File: src/rtl/control_link_arbiter.sv
// control_link_arbiter: round-robin arbiter that shares one link master
// between NREQ requesters. It holds at most one transaction at a time,
// watches it with a timeout, and resets the master after a timeout or link
// error before the next requester is granted.
module control_link_arbiter #(
    parameter int NREQ    = 4,
    parameter int TIMEOUT = 4095
) (
    input  logic                 byte_clk,
    input  logic                 reset,
    input  logic [NREQ-1:0]      req_valid,
    input  logic [NREQ-1:0]      req_write,
    input  logic [16*NREQ-1:0]   req_addr,
    input  logic [32*NREQ-1:0]   req_wdata,
    output logic [NREQ-1:0]      resp_done,
    output logic [NREQ-1:0]      resp_err,
    output logic [31:0]          resp_rdata,
    output logic [NREQ-1:0]      grant,
    output logic [15:0]          m_address,
    output logic [31:0]          m_dataOut,
    output logic                 m_requestIsWrite,
    output logic                 m_initiateRequest,
    output logic                 m_reset,
    input  logic                 m_busy,
    input  logic                 m_done,
    input  logic                 m_error,
    input  logic [31:0]          m_dataIn
);

    localparam int IW = $clog2(NREQ);
    // The counter is at least 12 bits wide, and wider when TIMEOUT needs it.
    localparam int TW = ($clog2(TIMEOUT + 1) > 12) ? $clog2(TIMEOUT + 1) : 12;
    // Abort on the cycle in which the counter would reach TIMEOUT, so the
    // error response appears TIMEOUT cycles after ISSUE is entered.
    localparam logic [TW-1:0] TLIMIT = TW'(TIMEOUT - 1);

    typedef enum logic [2:0] {IDLE, ISSUE, WAIT_DONE, RELEASE, RECOVER} state_t;

    state_t          state_reg;
    logic [IW-1:0]   last_reg;
    logic [TW-1:0]   tcnt_reg;
    logic [1:0]      mrst_cnt_reg;
    logic            m_reset_reg;

    logic [15:0]     addr_arr  [NREQ];
    logic [31:0]     wdata_arr [NREQ];

    logic            win_found;
    logic [IW-1:0]   win_idx;
    logic [IW:0]     cand;
    logic            timeout_hit;
    logic            done_now;
    logic            abort_now;

    // Unpack the flat request buses into per-requester words.
    generate
        for (genvar gi = 0; gi < NREQ; gi++) begin : g_unpack
            assign addr_arr[gi]  = req_addr[16*gi +: 16];
            assign wdata_arr[gi] = req_wdata[32*gi +: 32];
        end
    endgenerate

    // Round-robin search starting one past the last granted index; walking
    // from the farthest candidate back lets the nearest one win.
    always_comb begin
        win_found = 1'b0;
        win_idx   = '0;
        cand      = '0;
        for (int k = NREQ; k >= 1; k--) begin
            cand = {1'b0, last_reg} + (IW+1)'(k);
            if (cand >= (IW+1)'(NREQ)) begin
                cand = cand - (IW+1)'(NREQ);
            end
            if (req_valid[cand[IW-1:0]]) begin
                win_found = 1'b1;
                win_idx   = cand[IW-1:0];
            end
        end
    end

    // Completion and abort conditions; a link error beats m_done, and
    // m_done beats a timeout landing in the same cycle.
    always_comb begin
        timeout_hit = (tcnt_reg >= TLIMIT);
        done_now    = (state_reg == WAIT_DONE) && m_done;
        abort_now   = m_error || (timeout_hit && !done_now);
    end

    // The master is held in reset for as long as the block itself is.
    assign m_reset = m_reset_reg | reset;

    // Transaction FSM with registered grant, response and master outputs.
    always_ff @(posedge byte_clk) begin
        if (reset) begin
            state_reg         <= IDLE;
            grant             <= '0;
            resp_done         <= '0;
            resp_err          <= '0;
            resp_rdata        <= '0;
            m_address         <= '0;
            m_dataOut         <= '0;
            m_requestIsWrite  <= 1'b0;
            m_initiateRequest <= 1'b0;
            last_reg          <= IW'(NREQ - 1);
            tcnt_reg          <= '0;
            mrst_cnt_reg      <= '0;
            m_reset_reg       <= 1'b0;
        end else begin
            resp_done  <= '0;
            resp_err   <= '0;
            resp_rdata <= '0;
            case (state_reg)
                IDLE: begin
                    if (win_found && !m_error) begin
                        grant             <= NREQ'(1) << win_idx;
                        last_reg          <= win_idx;
                        m_address         <= addr_arr[win_idx];
                        m_dataOut         <= wdata_arr[win_idx];
                        m_requestIsWrite  <= req_write[win_idx];
                        m_initiateRequest <= 1'b1;
                        tcnt_reg          <= '0;
                        state_reg         <= ISSUE;
                    end
                end
                ISSUE, WAIT_DONE: begin
                    if (tcnt_reg != {TW{1'b1}}) begin
                        tcnt_reg <= tcnt_reg + 1'b1;
                    end
                    if (abort_now) begin
                        resp_done         <= grant;
                        resp_err          <= grant;
                        m_initiateRequest <= 1'b0;
                        m_reset_reg       <= 1'b1;
                        mrst_cnt_reg      <= 2'd2;
                        state_reg         <= RECOVER;
                    end else if (done_now) begin
                        resp_done         <= grant;
                        resp_rdata        <= m_requestIsWrite ? 32'h0 : m_dataIn;
                        m_initiateRequest <= 1'b0;
                        state_reg         <= RELEASE;
                    end else if ((state_reg == ISSUE) && m_busy) begin
                        state_reg <= WAIT_DONE;
                    end
                end
                RELEASE: begin
                    if (!m_done) begin
                        grant     <= '0;
                        state_reg <= IDLE;
                    end
                end
                RECOVER: begin
                    if (mrst_cnt_reg != 2'd0) begin
                        mrst_cnt_reg <= mrst_cnt_reg - 2'd1;
                        m_reset_reg  <= (mrst_cnt_reg == 2'd2);
                    end else if (!m_busy && !m_done) begin
                        grant     <= '0;
                        state_reg <= IDLE;
                    end
                end
                default: state_reg <= IDLE;
            endcase
        end
    end

endmodule

File: config.mk
export PLATFORM = sky130hd
export DESIGN_NAME = control_link_arbiter
export DESIGN_NICKNAME = d
export VERILOG_FILES = /design/src/rtl/control_link_arbiter.sv
export SDC_FILE = /design/constraint.sdc
export NUM_CORES = 1
export LEC_CHECK = 0
export CAP_MARGIN = 20
export CORE_AREA = 2 2 130 132
export CTS_CLUSTER_SIZE = 20
export DETAILED_ROUTE_END_ITERATION = 10
export DIE_AREA = 0 0 132 134
export PLACE_DENSITY = 0.76
export SYNTH_ARGS = -nofsm -noshare
export SYNTH_HDL_FRONTEND = slang
export SYNTH_SLANG_ARGS = --single-unit
File: constraint.sdc
create_clock -name byte_clk -period 2.8 [get_ports byte_clk]
set_input_delay 0.28 -clock byte_clk [delete_from_list [all_inputs] [get_ports byte_clk]]
set_output_delay 0.28 -clock byte_clk [all_outputs]
set_load 0.005 [all_outputs]
## After elaboration in Yosys (flattened, before gate mapping)

Index checks and enable logic that the tools add are counted.

| operators by class | value |
|---|---|
| $add $sub $neg | 10 |
| multipliers | 0 |
| divide/modulo/power cells | 0 |
| order comparisons | 11 |
| equal/unequal tests | 15 |
| shift-type cells | 1 |
| muxes and demuxes | 56 |
| bitwise operators | 5 |
| reductions and logical operators | 25 |

Operators with widths:

| operator | count |
|---|---|
| 32-bit binary-select mux with 2-bit select | 1 |
| 32-bit two-way mux | 2 |
| 16-bit binary-select mux with 2-bit select | 1 |
| 16-bit two-way mux | 2 |
| 12-bit two-way mux | 2 |
| 4-bit two-way mux | 6 |
| 12-bit case mux with 2 select lines | 1 |
| 3-bit two-way mux | 7 |
| 2-bit two-way mux | 10 |
| 3-bit greater-or-equal comparator (second input constant) | 5 |
| 2-bit by 3-bit less-than comparator with 1-bit output (second input constant) | 5 |
| 1-bit two-way mux | 14 |
| 2-bit != test (second input constant) | 7 |
| 12-bit by 1-bit adder with 12-bit output (second input constant) | 1 |
| 12-bit greater-or-equal comparator (second input constant) | 1 |
| 12-bit != test (second input constant) | 1 |
| 3-bit case mux with 4 select lines | 1 |
| 4-bit case mux with 3 select lines | 1 |
| 1-bit binary-select mux with 2-bit select | 5 |
| 5-bit AND reduction | 2 |
| 2-bit by 1-bit subtractor with 2-bit output (second input constant) | 5 |
| 3-bit AND reduction | 3 |
| 2-bit by 2-bit adder with 3-bit output (second input constant) | 2 |
| 3-bit by 2-bit == test with 1-bit output (second input constant) | 2 |
| 23 further kinds | 36 |

| word-level totals | value |
|---|---|
| flip-flop bits (word level) | 114 |
| latch bits | 0 |
| memory bits (writable) | 0 |
| ROM bits | 0 |
| bits of input ports | 237 |
| output and inout bits | 95 |
| logic and storage cells | 136 |
| memories kept | 0 |

## Longest topological paths before layout

| logic depth | value |
|---|---|
| depth after elaboration | 13 |
| gate-level depth with buffers | 8 |
| gate-level depth less buffers | 7 |

## Worst setup path before layout

Ideal clock, no wire load.

| timing path | value |
|---|---|
| path kind | reg2reg |
| start point | register state_reg[0] |
| end point | register tcnt_reg[9] |
| library setup time | 72 ps |
| arrival | 1853 ps |
| data required time | 2728 ps |
| path slack | 875 ps |
| stages on the path, launching flop included | 6 |
| period minus slack after synthesis | 1925 ps |
| cell sequence | dfxtp_1 -> or3_4 -> nor4bb_4 -> or3_4 -> or4_1 -> a21oi_1 |

| between the ends | value |
|---|---|
| word-level cells in the longest chain between the ends | 4 |
| elaborated cells on any way between the ends | 9 |
| those cells by class | eq/ne (4); mux (1); reduce/logical (4) |

RTL lines:

| element | RTL line | text |
|---|---|---|
| from (decl) | 39 | `state_t state_reg;` |
| from (signal assigned) | 95 | `state_reg <= IDLE;` |
| from (signal assigned) | 122 | `state_reg <= ISSUE;` |
| from (signal assigned) | 135 | `state_reg <= RECOVER;` |
| 3-bit by 2-bit == test with 1-bit output or 3-bit by 1-bit == test with 1-bit output (tied branches) | 112 | `case (state_reg)` |
| 2-bit OR reduction | 112 |  |
| 2-bit != test (no line) or 2-bit nonzero test (tied branches) | -- |  |
| 3-bit AND reduction (no line) | -- |  |
| to (signal assigned) | 127 | `tcnt_reg <= tcnt_reg + 1'b1;` |
| to (decl) | 41 | `logic [TW-1:0] tcnt_reg;` |

Several ways; a longest one is shown, not always the timed one.
A chain may end at the register's enable or synchronous reset.

## Worst setup path in the final report

Ends and elaborated chain as after synthesis.

==> impl_metrics.json <==
{
  "holdWs_ps": 421,
  "seq_area_frac_synth": 0.397,
  "gp_congestion": 0.846,
  "static-leakage-power_uw": 0.00381,
  "path_class": "reg -> reg",
  "yosysWarnings": 0,
  "max-cap-violations": 0,
  "drc_errors": 0,
  "yosys-top-cells-area": "dfxtp_1 40%, nor3b_1 11%, mux2i_1 10%, nand3_1 7.6%, a32oi_1 6.1%",
  "clk_latency_ps": 420,
  "finalSetupTns_ps": 0,
  "ios": 332,
  "drt_wl_total_um": 20700,
  "cts_resized": 0,
  "syn_nets": 875,
  "power_per_cell_area_nw_per_um2": 575,
  "hold_violations": 0,
  "p_sw_uw": 1740,
  "ys_ff_latch": 114,
  "clock-sinks": 114,
  "arrival_ps": 2530,
  "final_util": 0.614,
  "rsz0062_at_grt": "false",
  "setup_viol": 0,
  "grt.total_usage": 0.234,
  "end_kind": "flop",
  "gr-total-overflow": 0,
  "io_buffers": 331,
  "synthToLayoutAreaGrowth_pct": 74.1,
  "p_int_uw": 4010,
  "worstHoldPathType": "in -> reg",
  "combPwrFrac": 0.304,
  "period_share": 0.783,
  "critPathLaunchType": "flop",
  "synth-main-ff-cell": "dfxtp_1",
  "fin_crit_ps": 2190,
  "power_frac_seq": 0.340,
  "status": "finished, final reports clean",
  "wire_per_inst_um": 17.5,
  "synth_edf_count": 0,
  "register_area_um2": 2280,
  "core_area_um2": 16300,
  "fin_skew_ps": 9.15,
  "syn_inst": 634,
  "dp.cells": 1152,
  "async_flop_share": 0,
  "cts_buffers": 17,
  "drt_iter0_markers": 366,
  "ant_nets": 0,
  "top_regs": "m_dataOut x32, resp_rdata x32, m_address x16",
  "required_ps": 3140,
  "die_w_um": 132,
  "drive_gt1_frac": 0.0726,
  "die_area_um2": 17700,
  "cts_setup_buffers": 0,
  "start_util": 0.353,
  "via_per_inst": 5.26,
  "switching_share": 0.303,
  "fill_cells": 1432,
  "syn_avg_cell_area_um2": 9.06,
  "cts_max_level": 4,
  "fmax_ghz": 0.456,
  "syn-cell-area_um2": 5750,
  "rows": 47,
  "vias": 6222,
  "clock_power_share": 0.356,
  "hold_buffers": 0,
  "antenna_found_initial": 0,
  "cts_buffer_depth": 2,
  "multiInputGateArea_um2": 3290,
  "synth.distinct_cells": 55,
  "ir_drop_uv": 419,
  "grt_max_degree": 81,
  "slew_viol_final": 0,
  "relSlewSlack": 0.439,
  "grt_pass1_wl_um": 32600,
  "layout.cells.non_filler": 1184,
  "root_buffer": "clkbuf_16",
  "die_height_um": 134,
  "tritoncts": "built",
  "worst_pin_slew_ps": 835,
  "num_antenna_cells": 0,
  "worstPathMaxFanout": 16,
  "synth.top_cell.area_share": 0.397,
  "hpwlAfterDp_um": 15300,
  "dr.pass1.iters": 4,
  "grt_pass1_vias": 6122,
  "clk_pin_slew_ps": 60,
  "synth_top_cell_by_area": "dfxtp_1",
  "fin_nets": 1192
}
## power groups by stage
stage	combinational (uW)	sequential (uW)	clock (uW)
2_1_floorplan	788	1970	0
3_3_place_gp	1740	1980	0
3_5_place_dp	1750	1980	0
4_1_cts	1760	1960	2090
5_1_grt	1890	1980	2160
6_report	1750	1960	2050
## final cells by class
type	count	area share
well taps	220	0.0275
multi-input cells	458	0.329
flip-flops and latches	114	0.228
repair buffers	353	0.356
clock buffers	17	0.0425
inverters	7	0.00263
clock inverters	15	0.0135
## cells in the final DEF, fill, tap and decap left out, types with 4 or more instances in the layout
master / n
clkdlybuf4s50_1: 331
dfxtp_1: 114
nand3_1: 86
nor3b_1: 82
mux2i_1: 59
and2_1: 41
a32oi_1: 40
nor2_1: 25
nand2_1: 21
clkbuf_16: 17
buf_4: 15
o221ai_1: 9
xnor2_1: 7
buf_12: 7
inv_1: 6
a21oi_1: 6
nor4_1: 5
clkinvlp_4: 5
nand2b_1: 4
a22oi_1: 4
o21ai_0: 4
ha_1: 4
## logic make-up after synthesis
| kind of cell | Yosys count | share of synthesized area |
|---|---|---|
| fa+ha+maj | 4 | 0.00871 |
| xor+xnor | 8 | 0.0122 |
| compound gates | 93 | 0.130 |
| flops | 114 | 0.397 |
| simple gates | 294 | 0.307 |
| mux | 59 | 0.103 |
| buf+inv | 62 | 0.0416 |
## critical path: stages (launching register included)
cell and delay (ps):
dfxtp_1 470, or3_4 480, nor4bb_4 200, or3_4 360, or4_1 470, a21oi_1 140
## final timing paths
kind | slack (ps) | endpoint | cells after the start | start
max reg2reg | 610 | tcnt_reg[9] | 5 | state_reg[0]
max | 610 | tcnt_reg[9] | 5 | state_reg[0]
min reg2reg | 460 | m_dataOut[3] | 2 | m_dataOut[3]
min | 420 | resp_rdata[10] | 2 | m_dataIn[10]
## cells in the mapped netlist (5+ instances only)
| cell type | n |
|---|---|
| a21oi_1 | 6 |
| xnor2_1 | 7 |
| o221ai_1 | 9 |
| dfxtp_1 | 114 |
| nor4_1 | 6 |
| mux2i_1 | 59 |
| buf_2 | 5 |
| and2_1 | 41 |
| nand3_1 | 87 |
| a32oi_1 | 40 |
| clkbuf_1 | 47 |
| nor3b_1 | 82 |
| nor2_1 | 25 |
| inv_1 | 6 |
| nand2_1 | 21 |
## metrics by stage
step / cell area [um2] / power (uW) / setup slack [ps]
final: 10000 / 5750 / 608
after detailed placement: 9440 / 3730 / 260
after CTS: 10000 / 5810 / 625
after global routing: 10000 / 6040 / 464
after global placement: 9440 / 3720 / 279
after floorplan: 5750 / 2750 / 875
## layer usage
metal / vias up / global-route usage / routed length [um]
met4: 0 / 0.0990 / 634
met5: - / 0 / 0
met1: 2960 / 0.270 / 8260
li1: 3014 / - / -
met3: 35 / 0.0790 / 1500
met2: 213 / 0.396 / 10300
Power figures use the tool's default switching activity.
